[src/rtl/seqdet_pkg.sv]
// Shared types and constants for the serial pattern counter.
package seqdet_pkg;

  localparam int unsigned COUNT_W             = 8;
  localparam int unsigned DEFAULT_PATTERN_LEN = 4;
  localparam logic [3:0]  DEFAULT_PATTERN     = 4'b1011;

  typedef enum logic [1:0] {
    ST_IDLE = 2'd0,
    ST_RUN  = 2'd1,
    ST_DONE = 2'd2
  } state_t;

  // Increment that sticks at all-ones.
  function automatic logic [COUNT_W-1:0] sat_inc(input logic [COUNT_W-1:0] v);
    return (v == '1) ? v : v + COUNT_W'(1);
  endfunction

endpackage

[src/rtl/sequence_pattern_counter_if.sv]
// Control inputs and status outputs of the pattern counter.
interface sequence_pattern_counter_if;
  import seqdet_pkg::*;

  logic               enable;
  logic               bit_in;
  logic               bit_valid;
  logic               clear;
  logic [COUNT_W-1:0] pattern_count;
  logic               match_pulse;
  logic [COUNT_W-1:0] bits_seen;
  logic               stream_done;

  modport master (
    output enable, bit_in, bit_valid, clear,
    input  pattern_count, match_pulse, bits_seen, stream_done
  );

  modport slave (
    input  enable, bit_in, bit_valid, clear,
    output pattern_count, match_pulse, bits_seen, stream_done
  );

endinterface

[src/rtl/seqdet_window.sv]
// Shift window with fill counter; hit flags a completed pattern on the shifting edge.
module seqdet_window
  import seqdet_pkg::*;
#(
  parameter int unsigned     LEN     = DEFAULT_PATTERN_LEN,
  parameter logic [LEN-1:0]  PATTERN = LEN'(DEFAULT_PATTERN),
  parameter bit              OVERLAP = 1'b1
) (
  input  logic clk,
  input  logic rst,
  input  logic shift,
  input  logic flush,
  input  logic bit_in,
  output logic hit
);

  localparam int unsigned FILL_W = 4;

  logic [LEN-1:0]    window;
  logic [LEN-1:0]    window_nxt;
  logic [FILL_W-1:0] fill;
  logic [FILL_W-1:0] fill_nxt;

  assign window_nxt = {window[LEN-2:0], bit_in};
  assign fill_nxt   = (fill == FILL_W'(LEN)) ? fill : fill + FILL_W'(1);
  assign hit        = shift && (fill_nxt == FILL_W'(LEN)) && (window_nxt == PATTERN);

  // Window/fill update; non-overlapping mode restarts the fill after a hit.
  always_ff @(posedge clk) begin
    if (rst || flush) begin
      window <= '0;
      fill   <= '0;
    end else if (shift) begin
      window <= window_nxt;
      fill   <= (hit && !OVERLAP) ? '0 : fill_nxt;
    end
  end

endmodule

[src/rtl/sequence_pattern_counter.sv]
// Counts occurrences of a serial bit pattern over a bounded or unbounded run.
module sequence_pattern_counter
  import seqdet_pkg::*;
#(
  parameter int unsigned             PATTERN_LEN = DEFAULT_PATTERN_LEN,
  parameter logic [PATTERN_LEN-1:0]  PATTERN     = PATTERN_LEN'(DEFAULT_PATTERN),
  parameter bit                      OVERLAP     = 1'b1,
  parameter int unsigned             STREAM_LEN  = 16
) (
  input  logic                     clock_100Mhz,
  input  logic                     reset,
  sequence_pattern_counter_if.slave bus
);

  localparam bit                 BOUNDED  = (STREAM_LEN != 0);
  localparam logic [COUNT_W-1:0] LAST_IDX = COUNT_W'((STREAM_LEN == 0) ? 0 : STREAM_LEN - 1);

  state_t             state;
  logic [COUNT_W-1:0] pattern_count;
  logic [COUNT_W-1:0] bits_seen;
  logic               match_pulse;
  logic               stream_done;
  logic               accept;
  logic               hit;

  assign accept = (state == ST_RUN) && bus.bit_valid && !bus.clear;

  seqdet_window #(
    .LEN     (PATTERN_LEN),
    .PATTERN (PATTERN),
    .OVERLAP (OVERLAP)
  ) u_window (
    .clk    (clock_100Mhz),
    .rst    (reset),
    .shift  (accept),
    .flush  (bus.clear),
    .bit_in (bus.bit_in),
    .hit    (hit)
  );

  // Control FSM with registered counters and status outputs.
  always_ff @(posedge clock_100Mhz) begin
    if (reset || bus.clear) begin
      state         <= ST_IDLE;
      pattern_count <= '0;
      bits_seen     <= '0;
      match_pulse   <= 1'b0;
      stream_done   <= 1'b0;
    end else begin
      match_pulse <= 1'b0;
      case (state)
        ST_IDLE: begin
          if (bus.enable) state <= ST_RUN;
        end
        ST_RUN: begin
          if (bus.bit_valid) begin
            bits_seen <= sat_inc(bits_seen);
            if (hit) begin
              match_pulse   <= 1'b1;
              pattern_count <= sat_inc(pattern_count);
            end
            if (BOUNDED && (bits_seen == LAST_IDX)) begin
              state       <= ST_DONE;
              stream_done <= 1'b1;
            end
          end
        end
        ST_DONE: begin
          stream_done <= 1'b1;
        end
        default: begin
          state <= ST_IDLE;
        end
      endcase
    end
  end

  assign bus.pattern_count = pattern_count;
  assign bus.bits_seen     = bits_seen;
  assign bus.match_pulse   = match_pulse;
  assign bus.stream_done   = stream_done;

endmodule

[src/flat_wrapper.sv]
// flat-port wrapper written by rule: the top's interface ports become plain ports
module sequence_pattern_counter_flat import seqdet_pkg::*;
#(
  parameter int unsigned             PATTERN_LEN = DEFAULT_PATTERN_LEN,
  parameter logic [PATTERN_LEN-1:0]  PATTERN     = PATTERN_LEN'(DEFAULT_PATTERN),
  parameter bit                      OVERLAP     = 1'b1,
  parameter int unsigned             STREAM_LEN  = 16
)
  (clock_100Mhz, reset, bus_enable, bus_bit_in, bus_bit_valid, bus_clear, bus_pattern_count, bus_match_pulse, bus_bits_seen, bus_stream_done);
  sequence_pattern_counter_if bus_i ();
  input  logic clock_100Mhz;
  input  logic reset;
  input wire logic [$bits(bus_i.enable)-1:0] bus_enable;
  input wire logic [$bits(bus_i.bit_in)-1:0] bus_bit_in;
  input wire logic [$bits(bus_i.bit_valid)-1:0] bus_bit_valid;
  input wire logic [$bits(bus_i.clear)-1:0] bus_clear;
  output wire logic [$bits(bus_i.pattern_count)-1:0] bus_pattern_count;
  output wire logic [$bits(bus_i.match_pulse)-1:0] bus_match_pulse;
  output wire logic [$bits(bus_i.bits_seen)-1:0] bus_bits_seen;
  output wire logic [$bits(bus_i.stream_done)-1:0] bus_stream_done;
  assign bus_i.enable = bus_enable;
  assign bus_i.bit_in = bus_bit_in;
  assign bus_i.bit_valid = bus_bit_valid;
  assign bus_i.clear = bus_clear;
  assign bus_pattern_count = bus_i.pattern_count;
  assign bus_match_pulse = bus_i.match_pulse;
  assign bus_bits_seen = bus_i.bits_seen;
  assign bus_stream_done = bus_i.stream_done;
  sequence_pattern_counter #(.PATTERN_LEN(PATTERN_LEN), .PATTERN(PATTERN), .OVERLAP(OVERLAP), .STREAM_LEN(STREAM_LEN)) u_core (.clock_100Mhz(clock_100Mhz), .reset(reset), .bus(bus_i));
endmodule
[config.mk]
export PLATFORM = sky130hd
export DESIGN_NAME = sequence_pattern_counter_flat
export DESIGN_NICKNAME = d
export VERILOG_FILES = /design/src/rtl/seqdet_pkg.sv /design/src/rtl/sequence_pattern_counter_if.sv /design/src/rtl/seqdet_window.sv /design/src/rtl/sequence_pattern_counter.sv /design/src/flat_wrapper.sv
export SDC_FILE = /design/constraint.sdc
export NUM_CORES = 1
export LEC_CHECK = 0
export ABC_AREA = 1
export BUFFER_PORTS_ARGS = -buffer_cell sky130_fd_sc_hd__buf_4
export CAP_MARGIN = 20
export CORE_AREA = 8 8 87 89
export DETAILED_ROUTE_END_ITERATION = 8
export DIE_AREA = 0 0 95 97
export HOLD_SLACK_MARGIN = 0.08
export MAX_ROUTING_LAYER = met4
export SYNTH_ARGS = -nofsm -noshare
export SYNTH_HDL_FRONTEND = slang
export SYNTH_SLANG_ARGS = --single-unit
[constraint.sdc]
create_clock -name clock_100Mhz -period 4.05 [get_ports clock_100Mhz]
set_clock_uncertainty 0.15 [all_clocks]
set_input_delay 0.6075 -clock clock_100Mhz [delete_from_list [all_inputs] [get_ports clock_100Mhz]]
set_output_delay 0.6075 -clock clock_100Mhz [all_outputs]
set_load 0.05 [all_outputs]
=== Word level (Yosys, flattened, before mapping) ===
Cells that the tools add are included.

* Register bits: 27
* Output and inout port bits: 18
* Logic and storage cells: 48

* Bitwise gates (word level): 5
* Mux-type cells: 9
* $add $sub $neg: 3
* Reduce and logical (&&, ||, !) cells: 13
* Equal/unequal tests: 11

{| class="wikitable"
|+ Operator list
! kind !! count
|-
| 8-bit by 1-bit adder with 8-bit output, second input constant || 2
|-
| 8-bit equality test, second input constant || 2
|-
| 4-bit by 3-bit equality test with 1-bit output, second input constant || 2
|-
| 8-bit by 4-bit equality test with 1-bit output, second input constant || 1
|-
| 4-bit AND reduction || 2
|-
| 2-bit two-way mux || 3
|-
| 2-bit != test, second input constant || 3
|-
| 2-bit case mux with 3 select lines || 1
|-
| 3-bit AND reduction || 2
|-
| 1-bit inverter || 5
|-
| 4-bit by 1-bit adder with 4-bit output, second input constant || 1
|-
| 4-bit equality test, second input constant || 1
|-
| 1-bit logical AND || 4
|-
| 4-bit two-way mux || 1
|-
| 1-bit two-way mux || 3
|-
| 3-bit OR reduction || 1
|-
| 2-bit by 1-bit equality test with 1-bit output, second input constant || 1
|-
| 2-bit equality test, second input constant || 1
|-
| 2-bit zero test || 1
|-
| 1-bit case mux with 2 select lines || 1
|-
| 2-bit nonzero test || 1
|-
| 1-bit zero test || 1
|-
| 1-bit logical OR || 1
|}

=== Logic depth before layout (Yosys ltp) ===
* Depth after elaboration: 6
* Depth in mapped cells: 11
* Gate-level depth less buffers: 11

=== Cells and area by module ===
Synthesis repeated with hierarchy kept, for this count alone.

* Cell total of the unflattened synthesis: 226
* Area, all modules: 1547.7 µm²

{| class="wikitable"
|+ Modules (own cells, without submodules)
! module !! cells an instance !! times used !! area an instance (µm²)
|-
| sequence_pattern_counter || 166 || 1 || 1142.3
|-
| seqdet_window || 60 || 1 || 405.4
|}

=== Worst setup path after synthesis ===
No wires, ideal clock.

* Path kind: flip-flop to flip-flop
* Start: register u_core.pattern_count[1] (netlist: u_core.bus.pattern_count[1])
* End: register u_core.pattern_count[7] (netlist: u_core.bus.pattern_count[7])
* Setup slack: 2065 ps
* Cell stages (with the launch flop): 9
* Buffers on the path: 0
* Arrival: 1707 ps
* Clock period less this slack: 1985 ps
* Cells stage by stage: dfxtp_1 > ha_1 > nand2_1 > nor2_1 > nand3_2 > nand4_1 > nand2_1 > nand2_1 > nor2_1

* Word-level cells in the longest chain between the ends: 3
* Elaborated cells between the ends (all ways): 4
* Those cells by class: add/sub: 1; eq/ne: 1; bitwise: 1; reduce/logical: 1

{| class="wikitable"
|+ RTL lines
! element !! RTL line !! text
|-
| from (decl) || sequence_pattern_counter.sv:19 || <nowiki>logic [COUNT_W-1:0] pattern_count;</nowiki>
|-
| from (signal assigned) || sequence_pattern_counter.sv:60 || <nowiki>pattern_count <= sat_inc(pattern_count);</nowiki>
|-
| branches (longest 3 deep; another with 8-bit by 1-bit adder with 8-bit output) || -- ||
|}

Parallel ways; which one is timed is not known.
A chain may end at the register's enable or synchronous reset.

=== Worst setup path after layout ===
* Start: register u_core.u_window.fill[0]
* End: register u_core.pattern_count[6] (netlist: u_core.bus.pattern_count[6])

* Word-level cells in the longest chain between the ends: 6
* Elaborated cells between the ends (all ways): 7
* Those cells by class: add/sub: 1; eq/ne: 2; mux: 1; reduce/logical: 3

{| class="wikitable"
|+ RTL lines
! element !! RTL line !! text
|-
| from (decl) || seqdet_window.sv:21 || <nowiki>logic [FILL_W-1:0] fill;</nowiki>
|-
| from (signal assigned) || seqdet_window.sv:35 || <nowiki>fill <= (hit && !OVERLAP) ? '0 : fill_nxt;</nowiki>
|-
| 4-bit by 1-bit adder with 4-bit output or 4-bit by 3-bit equality test with 1-bit output (tied branches) || seqdet_window.sv:25 || <nowiki>assign fill_nxt = (fill == FILL_W'(LEN)) ? fill : fill + FILL_W'(1);</nowiki>
|-
| 4-bit two-way mux * || seqdet_window.sv:25 ||
|-
| named net u_core.u_window.fill_nxt[1] || seqdet_window.sv:22 || <nowiki>logic [FILL_W-1:0] fill_nxt;</nowiki>
|-
| 4-bit by 3-bit equality test with 1-bit output * || seqdet_window.sv:26 || <nowiki>assign hit = shift && (fill_nxt == FILL_W'(LEN)) && (window_nxt == PATTERN);</nowiki>
|-
| 1-bit logical AND * (2 in a row) || seqdet_window.sv:26 ||
|-
| 4-bit AND reduction (no source line) * || -- ||
|}

Mark *: on every way through the listed nets, which the timed path passes. The rest lies on a longest branch.

==> results.cfg <==
[synthesis]
yosysWarnings = 0
ys_ff_latch = 27
synth.net_count = 215
ys_seq_area_share_pct = 37.4
synth_cell_types = 28
syn_inst = 205
avgSynthCellArea_um2 = 7.06
syn-cell-area_um2 = 1450

[die]
fp.dieH_um = 97
start_util_pct = 23.3
die_area_um2 = 9220
num_io_pins = 24
rows = 29
die_w_um = 95
core-area_um2 = 6200

[power]
finalPower_uw = 450
power_density_nw_per_um2 = 256
leakage_nw = 0.765
peakVddDrop_mv = 0.0974

[clock_network]
cts_made_buffers = 3
cts-hold-fix-buffers = 0
clk_latency_ns = 0.28
clockBufferDepth = 2
htreeDepth = 1
clock-root-buffer = clkbuf_8
tritoncts = done
post_cts_buffers = 0
cts_sinks = 27
cts_resized = 0
path_clk_slew_ns = 0.09

[worst_setup_path]
path_buf_inv = 2
worstPathArrival_ns = 1.96
crit_slowest_cell = dfxtp_1
startpoint_type = register
critPathKind = register to register
worstPathCellList = inv_1 > ha_1 > inv_1 > nand2_1 > nor2_1 > nand3_1 > nor2_2 > nand4_1 > nand2_1 > nor2_1
required_ns = 4.06
slowest_delay_ns = 0.44
worstSetupEndpointType = register
critPathMaxFanout = 7
crit_family = simple AND/OR/NAND/NOR gates

[sta]
layout_min_cycle_time_ns = 1.95
setup_viol = 0
tightest_slew_ns = 0.393
period_share_pct = 48.1
fin_ws_ns = 2.10
setup-tns-final_ns = 0
slew_headroom_pct = 73.8
rsz0062_at_grt = no
finalHoldViolations = 0
fmax_mhz = 513
final_max_slew_viol_count = 0
whs_ns = 0.311

[routing]
vias = 1330
drt_iter0_markers = 82
vias_per_cell = 4.32
wl_per_cell_um = 10.5
wirelength_um = 3240
drc = 0
postRouteAntennaNets = 0
drtPass1Iterations = 4

[job]
cap_viol_max_count = 0

[status]
status = finished clean

[global_route]
use_met1_pct = 9.56
top_usage_layer = met2
antenna_found_initial = 0
grt_pass1_vias = 1222
met2_usage_pct = 11.5
grtUsageTotal_pct = 7.58
grt_pass1_wl_um = 5580
grt_max_degree = 17
use_met3_pct = 1.62
grt_overflow = 0

[layout]
nets = 242
final_core_util_pct = 28.4
drive_above_1_share_pct = 19.9
layoutNonFillerInstCount = 308
n_antenna_cell = 0
syn2layout_area_growth_pct = 21.6
fin_area_um2 = 1760

[place]
dp_hpwl_um = 2500
dp_slack_ns = 2.11
portBuffers = 23
place_inst = 304
placed_area_um2 = 1710
place.gp.congestion = 0.870

[hold_path]
hold_class = register to register
power by group:
| group | internal, mW | switching, mW |
|---|---|---|
| logic | 0.00785 | 0.0139 |
| clock network | 0.0707 | 0.0890 |
| registers | 0.267 | 0.00201 |
| total | 0.346 | 0.105 |
cell usage in the layout (no fill, tap or decap), drive strengths merged:
| master | instances |
|---|---|
| o21ai | 13 |
| o211ai | 1 |
| nand2 | 48 |
| a31oi | 1 |
| nor3 | 5 |
| xor2 | 1 |
| ha | 4 |
| clkinv | 1 |
| nand3 | 14 |
| a21oi | 14 |
| buf | 24 |
| inv | 31 |
| clkbuf | 4 |
| dfxtp | 27 |
| nand4 | 10 |
| xnor2 | 1 |
| nor2 | 32 |
worst reg2reg max path, stage by stage (launching register included):
cell     delay, ns
dfxtp_1       0.44
inv_1         0.11
ha_1          0.29
inv_1         0.06
nand2_1       0.05
nor2_1        0.17
nand3_1       0.14
nor2_2        0.21
nand4_1       0.11
nand2_1       0.07
nor2_1        0.03
Yosys cell counts:
| cell | count | area (um^2) |
|---|---|---|
| nand2_1 | 45 | 169 |
| buf_2 | 1 | 5.00 |
| o211ai_1 | 1 | 7.51 |
| a21oi_1 | 14 | 70.1 |
| nor2_8 | 2 | 40.0 |
| a31oi_1 | 1 | 6.26 |
| nor3_2 | 1 | 10.0 |
| nand3_4 | 2 | 35.0 |
| nand3_1 | 11 | 55.1 |
| nor3_1 | 4 | 20.0 |
| inv_2 | 4 | 15.0 |
| nor2_4 | 1 | 11.3 |
| xnor2_1 | 1 | 8.76 |
| nand2_2 | 2 | 12.5 |
| clkinv_2 | 1 | 5.00 |
| o21ai_1 | 4 | 20.0 |
| ha_1 | 4 | 50.1 |
| nand2_4 | 1 | 11.3 |
| clkbuf_1 | 1 | 3.75 |
| nor2_1 | 26 | 97.6 |
| nand4_2 | 1 | 12.5 |
| nand3_2 | 1 | 10.0 |
| dfxtp_1 | 27 | 541 |
| inv_1 | 27 | 101 |
| nand4_1 | 9 | 56.3 |
| o21ai_0 | 9 | 45.0 |
| xor2_1 | 1 | 8.76 |
| nor2_2 | 3 | 18.8 |
layer usage:
metal | up-vias | wire [um]
met5 | - | 0
met4 | 0 | 45
met3 | 5 | 105
met2 | 25 | 1450
met1 | 583 | 1640
li1 | 717 | -
path summary, 6_finish.rpt:
kind	from	end	slack [ns]	depth (start not counted)
worst max-delay path	u_core.u_window.fill[0]$_SDFFE_PP0P_	u_core.bus.pattern_count[6]$_SDFFE_PP0P_	2.10	10
worst min-delay path	u_core.u_window.window[1]$_SDFFE_PP0P_	u_core.u_window.window[2]$_SDFFE_PP0P_	0.31	2
worst max register to register	u_core.u_window.fill[0]$_SDFFE_PP0P_	u_core.bus.pattern_count[6]$_SDFFE_PP0P_	2.10	10
worst min register to register	u_core.u_window.window[1]$_SDFFE_PP0P_	u_core.u_window.window[2]$_SDFFE_PP0P_	0.31	2
area by class of cell:
cell class	instances	area, um^2
well taps	77	96.3
fillers	670	4450
clock buffers	4	45.0
flip-flops and latches	27	541
multi-input cells	144	776
inverters	32	121
repair buffers	24	180
registers in the layout, indices dropped and copies added (netlist names):
| register | count |
|---|---|
| u_core.u_window.window | 3 |
| u_core.u_window.fill | 4 |
| u_core.bus.match_pulse | 1 |
| u_core.bus.stream_done | 1 |
| u_core.state | 2 |
| u_core.bus.bits_seen | 8 |
| u_core.bus.pattern_count | 8 |
cells by family after synthesis:
family | share of synthesized area [%]
and+or+nand+nor | 38.7
buffers and inverters | 9.00
AOI/OAI and AO/OA | 10.3
DFF | 37.4
adders and majority gates | 3.46
xor gates and xnor gates | 1.21
Note: power is estimated with default switching activity, not from simulation.
